### config.mk
export PLATFORM = sky130hd
export DESIGN_NAME = fxp_divider_flat
export DESIGN_NICKNAME = d
export VERILOG_FILES = /design/src/rtl/fxp_divider_if.sv /design/src/rtl/fxp_divider.sv /design/src/flat_wrapper.sv
export SDC_FILE = /design/constraint.sdc
export NUM_CORES = 1
export LEC_CHECK = 0
export ABC_AREA = 1
export CAP_MARGIN = 20
export CELL_PAD_IN_SITES_DETAIL_PLACEMENT = 1
export CELL_PAD_IN_SITES_GLOBAL_PLACEMENT = 2
export CORE_ASPECT_RATIO = 1.75
export CORE_UTILIZATION = 38
export CTS_BUF_LIST = sky130_fd_sc_hd__clkbuf_4
export CTS_CLUSTER_DIAMETER = 50
export DETAILED_ROUTE_END_ITERATION = 8
export GPL_ROUTABILITY_DRIVEN = 0
export PLACE_DENSITY_LB_ADDON = 0.1
export REMOVE_ABC_BUFFERS = 1
export SLEW_MARGIN = 0
export SYNTH_ARGS = -nofsm -noshare
export SYNTH_HDL_FRONTEND = slang
export SYNTH_SLANG_ARGS = --single-unit
### constraint.sdc
create_clock -name clk -period 24.8 [get_ports clk]
set_clock_uncertainty 0.15 [all_clocks]
set_input_delay 6.2 -clock clk [delete_from_list [all_inputs] [get_ports clk]]
set_output_delay 6.2 -clock clk [all_outputs]
set_load 0.01 [all_outputs]
### src/rtl/fxp_divider_if.sv
// Start/busy/done handshake bundle between the fixed-point unit and the divider.
interface fxp_divider_if #(
    parameter int WIDTH = 32
);
    logic             start;
    logic [WIDTH-1:0] dividend;
    logic [WIDTH-1:0] divisor;
    logic             busy;
    logic             done;
    logic [WIDTH-1:0] quotient;
    logic             div_by_zero;
    logic             overflow;

    modport master (
        output start, dividend, divisor,
        input  busy, done, quotient, div_by_zero, overflow
    );

    modport slave (
        input  start, dividend, divisor,
        output busy, done, quotient, div_by_zero, overflow
    );
endinterface

### src/rtl/fxp_divider.sv
// Sequential signed fixed-point divider: quotient = (dividend << FBITS) / divisor,
// one radix-2 restoring step per cycle, saturating on overflow and divide-by-zero.
module fxp_divider #(
    parameter int WIDTH = 32,
    parameter int FBITS = 10
) (
    input  logic          clk,
    input  logic          reset,
    fxp_divider_if.slave  bus
);
    localparam int QW = WIDTH + FBITS;
    localparam int CW = $clog2(QW);
    localparam logic [WIDTH-1:0] MAX_POS = {1'b0, {(WIDTH-1){1'b1}}};
    localparam logic [WIDTH-1:0] MIN_NEG = {1'b1, {(WIDTH-1){1'b0}}};

    typedef enum logic [1:0] {S_IDLE, S_PREP, S_ITER, S_FIX} state_t;

    state_t           state_q, state_d;
    logic [WIDTH-1:0] a_q, a_d, b_q, b_d, dvs_q, dvs_d;
    logic [QW-1:0]    num_q, num_d, quo_q, quo_d;
    logic [WIDTH:0]   rem_q, rem_d;
    logic [CW-1:0]    cnt_q, cnt_d;
    logic             neg_q, neg_d, zero_q, zero_d;
    logic [WIDTH-1:0] res_q, res_d;
    logic             done_q, done_d, dbz_q, dbz_d, ovf_q, ovf_d;

    logic [WIDTH-1:0] a_abs, b_abs;
    logic [WIDTH+1:0] rem_shift;
    logic             ge;

    always_comb begin
        state_d = state_q;
        a_d     = a_q;
        b_d     = b_q;
        dvs_d   = dvs_q;
        num_d   = num_q;
        quo_d   = quo_q;
        rem_d   = rem_q;
        cnt_d   = cnt_q;
        neg_d   = neg_q;
        zero_d  = zero_q;
        res_d   = res_q;
        done_d  = 1'b0;
        dbz_d   = dbz_q;
        ovf_d   = ovf_q;

        // The most-negative input negates to itself, which reads correctly as 2^(WIDTH-1) unsigned.
        a_abs     = a_q[WIDTH-1] ? -a_q : a_q;
        b_abs     = b_q[WIDTH-1] ? -b_q : b_q;
        rem_shift = {rem_q, num_q[QW-1]};
        ge        = (rem_shift >= {2'b00, dvs_q});

        case (state_q)
            S_IDLE: begin
                if (bus.start) begin
                    a_d     = bus.dividend;
                    b_d     = bus.divisor;
                    dbz_d   = 1'b0;
                    ovf_d   = 1'b0;
                    state_d = S_PREP;
                end
            end
            S_PREP: begin
                neg_d  = a_q[WIDTH-1] ^ b_q[WIDTH-1];
                dvs_d  = b_abs;
                zero_d = (b_q == '0);
                if (b_q == '0) begin
                    state_d = S_FIX;
                end else begin
                    num_d   = QW'(a_abs) << FBITS;
                    rem_d   = '0;
                    quo_d   = '0;
                    cnt_d   = '0;
                    state_d = S_ITER;
                end
            end
            S_ITER: begin
                num_d = num_q << 1;
                rem_d = (WIDTH+1)'(ge ? (rem_shift - {2'b00, dvs_q}) : rem_shift);
                quo_d = {quo_q[QW-2:0], ge};
                cnt_d = cnt_q + CW'(1);
                if (cnt_q == CW'(QW-1)) begin
                    state_d = S_FIX;
                end
            end
            S_FIX: begin
                done_d  = 1'b1;
                dbz_d   = zero_q;
                ovf_d   = 1'b0;
                state_d = S_IDLE;
                if (zero_q) begin
                    if (a_q == '0)        res_d = '0;
                    else if (a_q[WIDTH-1]) res_d = MIN_NEG;
                    else                   res_d = MAX_POS;
                end else if (!neg_q) begin
                    if (quo_q > QW'(MAX_POS)) begin
                        res_d = MAX_POS;
                        ovf_d = 1'b1;
                    end else begin
                        res_d = quo_q[WIDTH-1:0];
                    end
                end else begin
                    // Negative side can reach one step further than positive.
                    if (quo_q > QW'(MIN_NEG)) begin
                        res_d = MIN_NEG;
                        ovf_d = 1'b1;
                    end else begin
                        res_d = -quo_q[WIDTH-1:0];
                    end
                end
            end
            default: state_d = S_IDLE;
        endcase
    end

    always_ff @(posedge clk or posedge reset) begin
        if (reset) begin
            state_q <= S_IDLE;
            a_q     <= '0;
            b_q     <= '0;
            dvs_q   <= '0;
            num_q   <= '0;
            quo_q   <= '0;
            rem_q   <= '0;
            cnt_q   <= '0;
            neg_q   <= 1'b0;
            zero_q  <= 1'b0;
            res_q   <= '0;
            done_q  <= 1'b0;
            dbz_q   <= 1'b0;
            ovf_q   <= 1'b0;
        end else begin
            state_q <= state_d;
            a_q     <= a_d;
            b_q     <= b_d;
            dvs_q   <= dvs_d;
            num_q   <= num_d;
            quo_q   <= quo_d;
            rem_q   <= rem_d;
            cnt_q   <= cnt_d;
            neg_q   <= neg_d;
            zero_q  <= zero_d;
            res_q   <= res_d;
            done_q  <= done_d;
            dbz_q   <= dbz_d;
            ovf_q   <= ovf_d;
        end
    end

    assign bus.busy        = (state_q != S_IDLE);
    assign bus.done        = done_q;
    assign bus.quotient    = res_q;
    assign bus.div_by_zero = dbz_q;
    assign bus.overflow    = ovf_q;
endmodule

### src/flat_wrapper.sv
// flat-port wrapper written by rule: the top's interface ports become plain ports
module fxp_divider_flat 
#(
    parameter int WIDTH = 32,
    parameter int FBITS = 10
)
  (clk, reset, bus_start, bus_dividend, bus_divisor, bus_busy, bus_done, bus_quotient, bus_div_by_zero, bus_overflow);
  fxp_divider_if #(.WIDTH(WIDTH)) bus_i ();
  input  logic clk;
  input  logic reset;
  input wire logic [$bits(bus_i.start)-1:0] bus_start;
  input wire logic [$bits(bus_i.dividend)-1:0] bus_dividend;
  input wire logic [$bits(bus_i.divisor)-1:0] bus_divisor;
  output wire logic [$bits(bus_i.busy)-1:0] bus_busy;
  output wire logic [$bits(bus_i.done)-1:0] bus_done;
  output wire logic [$bits(bus_i.quotient)-1:0] bus_quotient;
  output wire logic [$bits(bus_i.div_by_zero)-1:0] bus_div_by_zero;
  output wire logic [$bits(bus_i.overflow)-1:0] bus_overflow;
  assign bus_i.start = bus_start;
  assign bus_i.dividend = bus_dividend;
  assign bus_i.divisor = bus_divisor;
  assign bus_busy = bus_i.busy;
  assign bus_done = bus_i.done;
  assign bus_quotient = bus_i.quotient;
  assign bus_div_by_zero = bus_i.div_by_zero;
  assign bus_overflow = bus_i.overflow;
  fxp_divider #(.WIDTH(WIDTH), .FBITS(FBITS)) u_core (.clk(clk), .reset(reset), .bus(bus_i));
endmodule
==> impl_metrics.ini, run 1 <==
[setup_path]
cp_slowest_cell = clkdlybuf4s50_1
crit_top_cell = inv_1
critical_path.max_stage_delay_ns = 0.55
setup.worst_path.class = register to output port
worstPathRequired_ns = 18.45
setup.worst_path.start = u_core.state_q[1]
rrSetupSlack_ns = 20.88
crit_path_start_kind = register
critical_path.max_fanout = 4
cp-end-kind = output port
path_cells = inv_1, ha_1, inv_1, clkdlybuf4s50_1
reg2regPathDepth = 14
timing.rr.end = u_core.quo_q[20]
worstReg2RegStart = u_core.b_q[0]
critical_path_arrival_ns = 2.17

[logic_synthesis]
ys.warnings.count = 0
muxShareOfSynthArea_pct = 1.12
synth_cell_type_count = 44
synth-xor-area-share_pct = 4.54
synth_fa_ha_area_share_pct = 3.33
synth_edf_count = 0
synth-async-reset-ratio_pct = 100
ys_seq_elements = 248
synthFlopType = dfrtp_1
ys_seq_area_share_pct = 38.8
synth_compound_area_share_pct = 9.58
synth_cells = 2299
syn_area_um2 = 16000
synth.avg_cell_area_um2 = 6.96
synth-simple-area-share_pct = 31.9
synth_top_family_by_area = simple AND/OR/NAND/NOR gates

[sta]
worst_hold_slack_ns = 0.304
period_share_pct = 34.4
rsz0062_at_grt = false
setup_viol = 0
final_max_slew_viol_count = 0
final.setup.tns_ns = 0
tightest_slew_ns = 0.983
final_hold_viol_count = 0
max_slew_margin_pct = 34.4
setup_ws_ns = 16.28
fin_crit_ns = 8.52
fmax_mhz = 117

[global_routing]
grt_max_degree = 160
grt_pass1_vias = 16400
grt_use_total_pct = 25.5
antenna_found_initial = 1
grt_first_pass_wirelength_um = 85400
grt-ovfl-total = 0

[place]
place_area_um2 = 17400
pre_cts_ws_ns = 16.26
dpl.hpwl_um = 39100
dp_cells = 2888
port_buffers = 102

[drt]
ant_nets = 0
via_per_inst = 5.04
num_vias = 15100
drc = 0
first_pass_iters = 4
wl_per_cell_um = 17.6
wl_um = 52600
drt_iter0_drc = 454

[min_path]
worstHoldStart = u_core.num_q[14]
hold_depth = 2
hold_class = register to register
hold_path_end = u_core.num_q[15]

[finish]
area_growth_pct = 13.4
drive_gt1_share_pct = 7.12
fin_area_um2 = 18200
nets = 2504
n_fill_cell = 5453
fin_cells = 2987

[die]
die_h_um = 273
io_pins = 103
dieArea_um2 = 43000
start_util_pct = 38.5
coreArea_um2 = 41600
rows = 99
die_w_um = 157

[clocking]
post-cts-setup-buffers = 0
path_clk_slew_ns = 0.08
cts_tree = yes
clock_latency_ns = 0.75
post_cts_resized = 0
cts_num_sinks = 248
numCtsBuffers = 60
cts_hold_buf = 0
htreeDepth = 2
ctsRootBufferMaster = clkbuf_4
cts_buffer_depth = 3

[pwr]
powerDensity_nw_per_um2 = 130
p_leak_nw = 9.41
irDropWorstVdd_mv = 0.0663

[run]
maxCapViolations = 0

[run_status]
outcome = finished clean
[metrics by stage]
stage	power, W	utilization (%)
after CTS	0.00241	43.6
after global placement	0.00202	41.9
after global routing	0.00260	43.6
after floorplan	0.00159	-
after detailed placement	0.00206	41.9
final	0.00237	43.6
[worst max-delay path, delay by kind of cell (launching register included)]
| family | cells | cell delay [ns] |
|---|---|---|
| adder cells (fa/ha/maj) | 1 | 0.26 |
| flip-flops | 1 | 0.40 |
| buffers and inverters | 3 | 0.78 |
[state kept, by name (all words and copies together), names as in the netlist]
register / count
u_core.bus.done: 1
u_core.a_q: 32
u_core.num_q: 32
u_core.neg_q: 1
u_core.rem_q: 33
u_core.zero_q: 1
u_core.state_q: 2
u_core.dvs_q: 32
u_core.quo_q: 42
u_core.bus.overflow: 1
u_core.b_q: 32
u_core.bus.div_by_zero: 1
u_core.cnt_q: 6
u_core.bus.quotient: 32
[routing by layer]
layer / part of all wire [%] / track usage [%] / up-vias
li1: - / - / 7455
met1: 38 / 26.1 / 7281
met2: 56 / 50.7 / 210
met3: 1.9 / 2.37 / 109
met4: 4.4 / 11.9 / 0
met5: 0 / 0 / -
[cells by family (layout without fill, tap and decap cells)]
logic type,count (synthesis),count (layout)
buffers and inverters,423,555
AOI/OAI and AO/OA,270,270
DFF,248,248
other,0,1
xor gates and xnor gates,83,83
and+or+nand+nor,1217,1217
muxes,16,16
adders and majority gates,42,42
[Yosys cell counts, types with 10 or more instances]
cell type,count,area [um^2]
buf_6,10,113
inv_1,328,1230
nand3b_1,14,105
xnor2_1,17,149
a21oi_1,81,405
xor2_1,66,578
nor2_1,209,785
nand2_1,733,2750
o22ai_1,43,269
o21ai_2,20,175
o211ai_1,16,120
o21ai_0,95,475
clkbuf_1,44,165
buf_2,15,75.1
nand4_1,55,344
nor3_1,22,110
inv_2,10,37.5
ha_1,41,513
mux2_2,15,169
dfrtp_1,248,6210
nand3_1,151,756
[cells in the final DEF, fill, tap and decap left out, drive strengths merged]
cell             n
clkinv          16
nor2           218
diode            1
buf             14
o31ai            2
o21ai          123
a31oi            3
o211ai          16
xor2            66
inv            339
or2              4
nor4             3
fa               1
clkdlybuf4s50  102
nor2b            1
clkbuf          83
nand4           55
nor3            26
or4              1
dfrtp          248
nand2          740
mux2            15
nand3          153
nand3b          14
xnor2           17
bufinv           1
a21oi           81
mux2i            1
and2             2
o21bai           2
ha              41
o22ai           43
[layout make-up]
class / count / area [um^2] / area share [%]
antenna: 1 / 2.50 / 0.0138
clock inverter: 15 / 82.6 / 0.455
tap: 555 / 694 / 3.82
sequential: 248 / 6210 / 34.2
multi-input combinational: 1628 / 8100 / 44.6
timing repair buffer: 116 / 1160 / 6.38
inverter: 341 / 1290 / 7.10
clock buffer: 83 / 623 / 3.43
[worst max path at each step]
stage,to,slack (ns),depth (start not counted)
2_1_floorplan,u_core.a_q[0],11.64,1
3_3_place_gp,u_core.a_q[17],16.28,4
3_5_place_dp,u_core.a_q[4],16.26,4
4_1_cts,bus_busy,16.20,4
5_1_grt,bus_busy,16.14,4
6_report,bus_busy,16.28,4
[where the power goes]
| group | switching, W | internal, W | total [W] |
|---|---|---|---|
| clock | 0.000173 | 0.000162 | 0.000336 |
| sequential | 0.000112 | 0.000551 | 0.000663 |
| combinational | 0.000924 | 0.000446 | 0.00137 |
(Power assumes the default switching activity.)
==> run 2: changes to the inputs <==
--- a/config.mk
+++ b/config.mk
@@ -10,7 +10,7 @@
 export CELL_PAD_IN_SITES_DETAIL_PLACEMENT = 1
 export CELL_PAD_IN_SITES_GLOBAL_PLACEMENT = 2
 export CORE_ASPECT_RATIO = 1.75
-export CORE_UTILIZATION = 38
+export CORE_UTILIZATION = 35
 export CTS_BUF_LIST = sky130_fd_sc_hd__clkbuf_4
 export CTS_CLUSTER_DIAMETER = 50
 export DETAILED_ROUTE_END_ITERATION = 8
==> constraint.sdc (replaced) <==
create_clock -name clk -period 8 [get_ports clk]
set_clock_uncertainty 0.15 [all_clocks]
set_input_delay 2 -clock clk [delete_from_list [all_inputs] [get_ports clk]]
set_output_delay 2 -clock clk [all_outputs]
set_load 0.01 [all_outputs]
==> run 2 against run 1 <==
Largest power group unchanged. Clock power grew to 3.2 times the previous value. Setup slack worse by 13 ns. First-iteration DRC count grew 17%. Cell area up 0.51%. Register-to-register slack lost 17 ns. Total power increased to 3.1 times the previous value. Utilization fell by 3.2 points. Final cell count increased by 0.84%. Global-route usage decreased by 1.8 points. Clock-buffer cell count increased by 1. Routed wire length is 1.4% higher. Worst hold slack better by 0.034 ns.
==> impl_metrics.ini, run 2 (synthesis gave the netlist of run 1 again) <==
[drt]
ant_nets = 0
num_vias = 15100
wl_per_cell_um = 17.7
drt_iter0_drc = 532
drc = 0
wl_um = 53300
first_pass_iters = 5
via_per_inst = 5.01

[setup_path]
cp-end-kind = output port
worstPathRequired_ns = 5.85
critical_path.max_fanout = 5
setup.worst_path.class = register to output port
crit_path_start_kind = register
cp_slowest_cell = clkdlybuf4s50_1
crit_top_cell = inv_1
critical_path_arrival_ns = 2.20
critical_path.max_stage_delay_ns = 0.49
path_cells = inv_1, ha_1, inv_1, clkdlybuf4s50_1

[sta]
fmax_mhz = 230
fin_crit_ns = 4.35
period_share_pct = 54.4
max_slew_margin_pct = 33.4
tightest_slew_ns = 0.998
final_hold_viol_count = 0
final_max_slew_viol_count = 0
setup_viol = 0
rsz0062_at_grt = false

[die]
die_h_um = 285
dieArea_um2 = 46600
rows = 103
die_w_um = 164
io_pins = 103
start_util_pct = 35.5
coreArea_um2 = 45100

[run_status]
outcome = finished clean

[clocking]
cts_hold_buf = 0
cts_buffer_depth = 3
numCtsBuffers = 61
cts_tree = yes
cts_num_sinks = 248
post_cts_resized = 0
post-cts-setup-buffers = 0
ctsRootBufferMaster = clkbuf_4
path_clk_slew_ns = 0.07
htreeDepth = 2
clock_latency_ns = 0.76

[pwr]
power.total_w = 0.00740
p_leak_nw = 9.44
seq_power_share_pct = 27.8
p_int_w = 0.00364
power_frac_clock_pct = 14.5
switching_share_pct = 50.7
irDropWorstVdd_mv = 0.253
p_switching_w = 0.00375
powerDensity_nw_per_um2 = 405
p_comb_share_pct = 57.7

[global_routing]
antenna_found_initial = 3
grt_first_pass_wirelength_um = 86400
grt-ovfl-total = 0
grt_pass1_vias = 16400
grt_max_degree = 146
grt_use_total_pct = 23.7

[finish]
final_common_cell = nand2_1
largest_reg_flops = 42
drive_gt1_share_pct = 7.28
largestRegisters = u_core.quo_q x42, u_core.rem_q x33
nets = 2505
area_growth_pct = 14.0
n_fill_cell = 5821
final_util_pct = 40.5
mostFrequentLayoutCells = nand2_1 (732), inv_1 (327), dfrtp_1 (248), nor2_1 (208), nand3_1 (151)
largest_register = u_core.quo_q

[run]
maxCapViolations = 0

[place]
dpl.hpwl_um = 40100
port_buffers = 102

[min_path]
hold_class = register to register
-- run 2: changes by cell type in the layout (fill, tap and decap cells not counted) --
cell	change
clkbuf_4	+1
nor2_2	-1
inv_2	+1
nor2_4	+1
buf_16	+1
bufinv_16	+1
clkinv_1	-3
diode_2	+2
buf_4	-1
clkinv_2	+1
-- run 2: per-layer routing --
layer | vias to the layer above | wire [um] | share of wire, % | GRT usage (%)
li1 | 7481 | - | - | -
met1 | 7304 | 19900 | 37 | 24.2
met2 | 198 | 30100 | 57 | 47.0
met3 | 104 | 1050 | 2.0 | 2.49
met4 | 2 | 2200 | 4.1 | 10.5
met5 | - | 12 | 0.023 | 0
-- run 2: final timing paths --
| path | from | end | slack (ns) | cells after the start |
|---|---|---|---|---|
| min in group asynchronous | reset | u_core.rem_q[3] | 1.56 | 2 |
| min reg2reg | u_core.dvs_q[23] | u_core.dvs_q[23] | 0.34 | 2 |
| max in group asynchronous | reset | u_core.a_q[0] | 4.77 | 3 |
| max | u_core.state_q[0] | bus_busy | 3.65 | 4 |
| min | u_core.dvs_q[23] | u_core.dvs_q[23] | 0.34 | 2 |
| max reg2reg | u_core.b_q[0] | u_core.cnt_q[3] | 4.28 | 15 |
-- run 2: worst max-delay path, delay by kind of cell, from the launching register on --
| kind | cells | cell delay, ns |
|---|---|---|
| fa+ha+maj | 1 | 0.32 |
| buf+inv | 3 | 0.72 |
| flops | 1 | 0.40 |
-- run 2: area by class of cell --
class | instances | area [um^2] | share of cell area [%]
multi-input cells | 1628 | 8110 | 44.4
flip-flops and latches | 248 | 6210 | 34.0
inverters | 341 | 1290 | 7.07
repair buffers | 116 | 1180 | 6.46
well taps | 577 | 722 | 3.96
clock buffers | 84 | 631 | 3.46
clock inverters | 15 | 110 | 0.603
diodes | 3 | 7.51 | 0.0411
-- run 2: power groups by stage --
stage	Clock [W]	Combinational (W)	Sequential, W
after floorplan	0	0.00290	0.00202
after global placement	0	0.00423	0.00206
after detailed placement	0	0.00433	0.00208
after CTS	0.00113	0.00435	0.00206
after global routing	0.00118	0.00484	0.00212
final	0.00107	0.00427	0.00206
-- run 2: metrics by stage --
step	instance area [um^2]	worst slack, ns	hold WS [ns]	TNS (ns)	instances
after floorplan	15600	-0.965	0.299	-239.30	2217
after global placement	17400	3.58	0.316	0	2908
after detailed placement	17500	3.60	0.315	0	2909
after CTS	18200	3.53	0.342	0	3008
after global routing	18200	3.49	0.360	0	3011
final	18300	3.65	0.337	0	3012
==> run 3: changes to the inputs <==
==> constraint.sdc (replaced) <==
create_clock -name clk -period 4.5 [get_ports clk]
set_clock_uncertainty 0.15 [all_clocks]
set_input_delay 1.125 -clock clk [delete_from_list [all_inputs] [get_ports clk]]
set_output_delay 1.125 -clock clk [all_outputs]
set_load 0.01 [all_outputs]
==> run 3 against run 2 <==
Sequential share of layout area hardly changed. Global-route usage is 0.44 points higher. Utilization hardly changed. Non-clock buffer count is 8 higher. Sequential cell count stayed put. First-iteration DRC count is 12% lower. Sequential power is 78% higher. Total power is 78% higher. Register-to-register slack worse by 2.8 ns. Worst hold slack worse by 0.0086 ns.
==> impl_metrics.ini, run 3 (synthesis gave the netlist of run 1 again) <==
[finish]
drive_gt1_share_pct = 7.68
largest_reg_flops = 42
nets = 2513
fin_area_um2 = 18300
final_common_cell = nand2_1
mostFrequentLayoutCells = nand2_1 (732), inv_1 (327), dfrtp_1 (248), nor2_1 (208), nand3_1 (151)
largest_register = u_core.quo_q
largestRegisters = u_core.quo_q x42, u_core.rem_q x33
area_growth_pct = 14.1
final_util_pct = 40.5

[die]
rows = 103
coreArea_um2 = 45100
io_pins = 103
die_w_um = 164
start_util_pct = 35.5
die_h_um = 285
dieArea_um2 = 46600

[global_routing]
grt_first_pass_wirelength_um = 87500
grt_use_total_pct = 24.1
grt_max_degree = 88
grt_pass1_vias = 16400
grt-ovfl-total = 0
antenna_found_initial = 1

[clocking]
htreeDepth = 2
cts_hold_buf = 0
numCtsBuffers = 61
post-cts-setup-buffers = 0
clock_latency_ns = 0.75
ctsRootBufferMaster = clkbuf_4
cts_tree = yes
cts_buffer_depth = 3
cts_num_sinks = 248
path_clk_slew_ns = 0.07
post_cts_resized = 0

[sta]
period_share_pct = 77.5
worst_hold_slack_ns = 0.329
max_slew_margin_pct = 34.8
tightest_slew_ns = 0.978
setup_viol = 0
fin_crit_ns = 3.49
final_hold_viol_count = 0
fmax_mhz = 287
setup_ws_ns = 1.01
rsz0062_at_grt = false
final_max_slew_viol_count = 0
final.setup.tns_ns = 0

[drt]
via_per_inst = 4.99
drc = 0
wl_um = 54500
wl_per_cell_um = 18.0
num_vias = 15100
first_pass_iters = 6
ant_nets = 0
drt_iter0_drc = 466

[min_path]
hold_path_end = u_core.dvs_q[23]
hold_depth = 2
worstHoldStart = u_core.dvs_q[23]
hold_class = register to register

[pwr]
powerDensity_nw_per_um2 = 721
irDropWorstVdd_mv = 0.424
p_leak_nw = 9.47

[setup_path]
critical_path.max_fanout = 5
cp-end-kind = output port
worstReg2RegStart = u_core.b_q[0]
setup.worst_path.class = register to output port
rrSetupSlack_ns = 1.45
crit_path_start_kind = register
reg2regPathDepth = 13
worstPathRequired_ns = 3.22
timing.rr.end = u_core.quo_q[14]
critical_path_arrival_ns = 2.21

[run]
maxCapViolations = 0

[place]
place_area_um2 = 17500
port_buffers = 102
pre_cts_ws_ns = 1.32
dpl.hpwl_um = 41400

[run_status]
outcome = finished clean
-- run 3: changes by cell type in the layout (fill, tap and decap cells not counted), moves of 2 or more --
cell / delta
buf_4: +9
diode_2: -2
bufinv_16: -2
buf_16: -2
clkinv_2: +6
clkinv_1: +6
-- run 3: worst max path at each step --
stage | from | endpoint | slack, ns | depth (start not counted)
floorplan | reset | u_core.a_q[0] | -3.59 | 1
global placement | bus_start | u_core.b_q[27] | 1.35 | 5
detailed placement | bus_start | u_core.b_q[18] | 1.32 | 5
CTS | u_core.state_q[0] | bus_busy | 0.91 | 4
global route | u_core.state_q[0] | bus_busy | 0.84 | 4
finish | u_core.state_q[0] | bus_busy | 1.01 | 4
-- run 3: worst max-delay path: stages, from the launching register on --
cell and delay, ns:
dfrtp_1 0.41, inv_1 0.14, ha_1 0.34, inv_1 0.10, clkdlybuf4s50_1 0.49
-- run 3: area by class of cell --
type / instances / area [um^2]
flip-flops and latches: 248 / 6210
inverters: 341 / 1290
diodes: 1 / 2.50
fillers: 5851 / 26800
clock buffers: 83 / 623
multi-input cells: 1628 / 8100
clock inverters: 25 / 103
well taps: 577 / 722
repair buffers: 124 / 1210
-- run 3: routing by layer --
| metal | up-vias | wire length (um) | global-route usage [%] | share of wire (%) |
|---|---|---|---|---|
| met3 | 114 | 1130 | 2.34 | 2.1 |
| met1 | 7272 | 20400 | 24.6 | 37 |
| met5 | - | 0 | 0 | 0 |
| li1 | 7510 | - | - | - |
| met4 | 0 | 2300 | 10.9 | 4.2 |
| met2 | 195 | 30600 | 48.0 | 56 |
-- run 3: metrics by stage --
step | power [W] | std cells
CTS | 0.0134 | 3026
global placement | 0.0113 | 2918
detailed placement | 0.0115 | 2918
global route | 0.0145 | 3027
floorplan | 0.00876 | 2217
finish | 0.0132 | 3027
-- run 3: power by group --
group	switching (W)	total, W	leakage [nW]	internal, W
clock network	0.000999	0.00185	0.440	0.000855
logic	0.00515	0.00764	5.88	0.00249
registers	0.000624	0.00366	3.15	0.00304
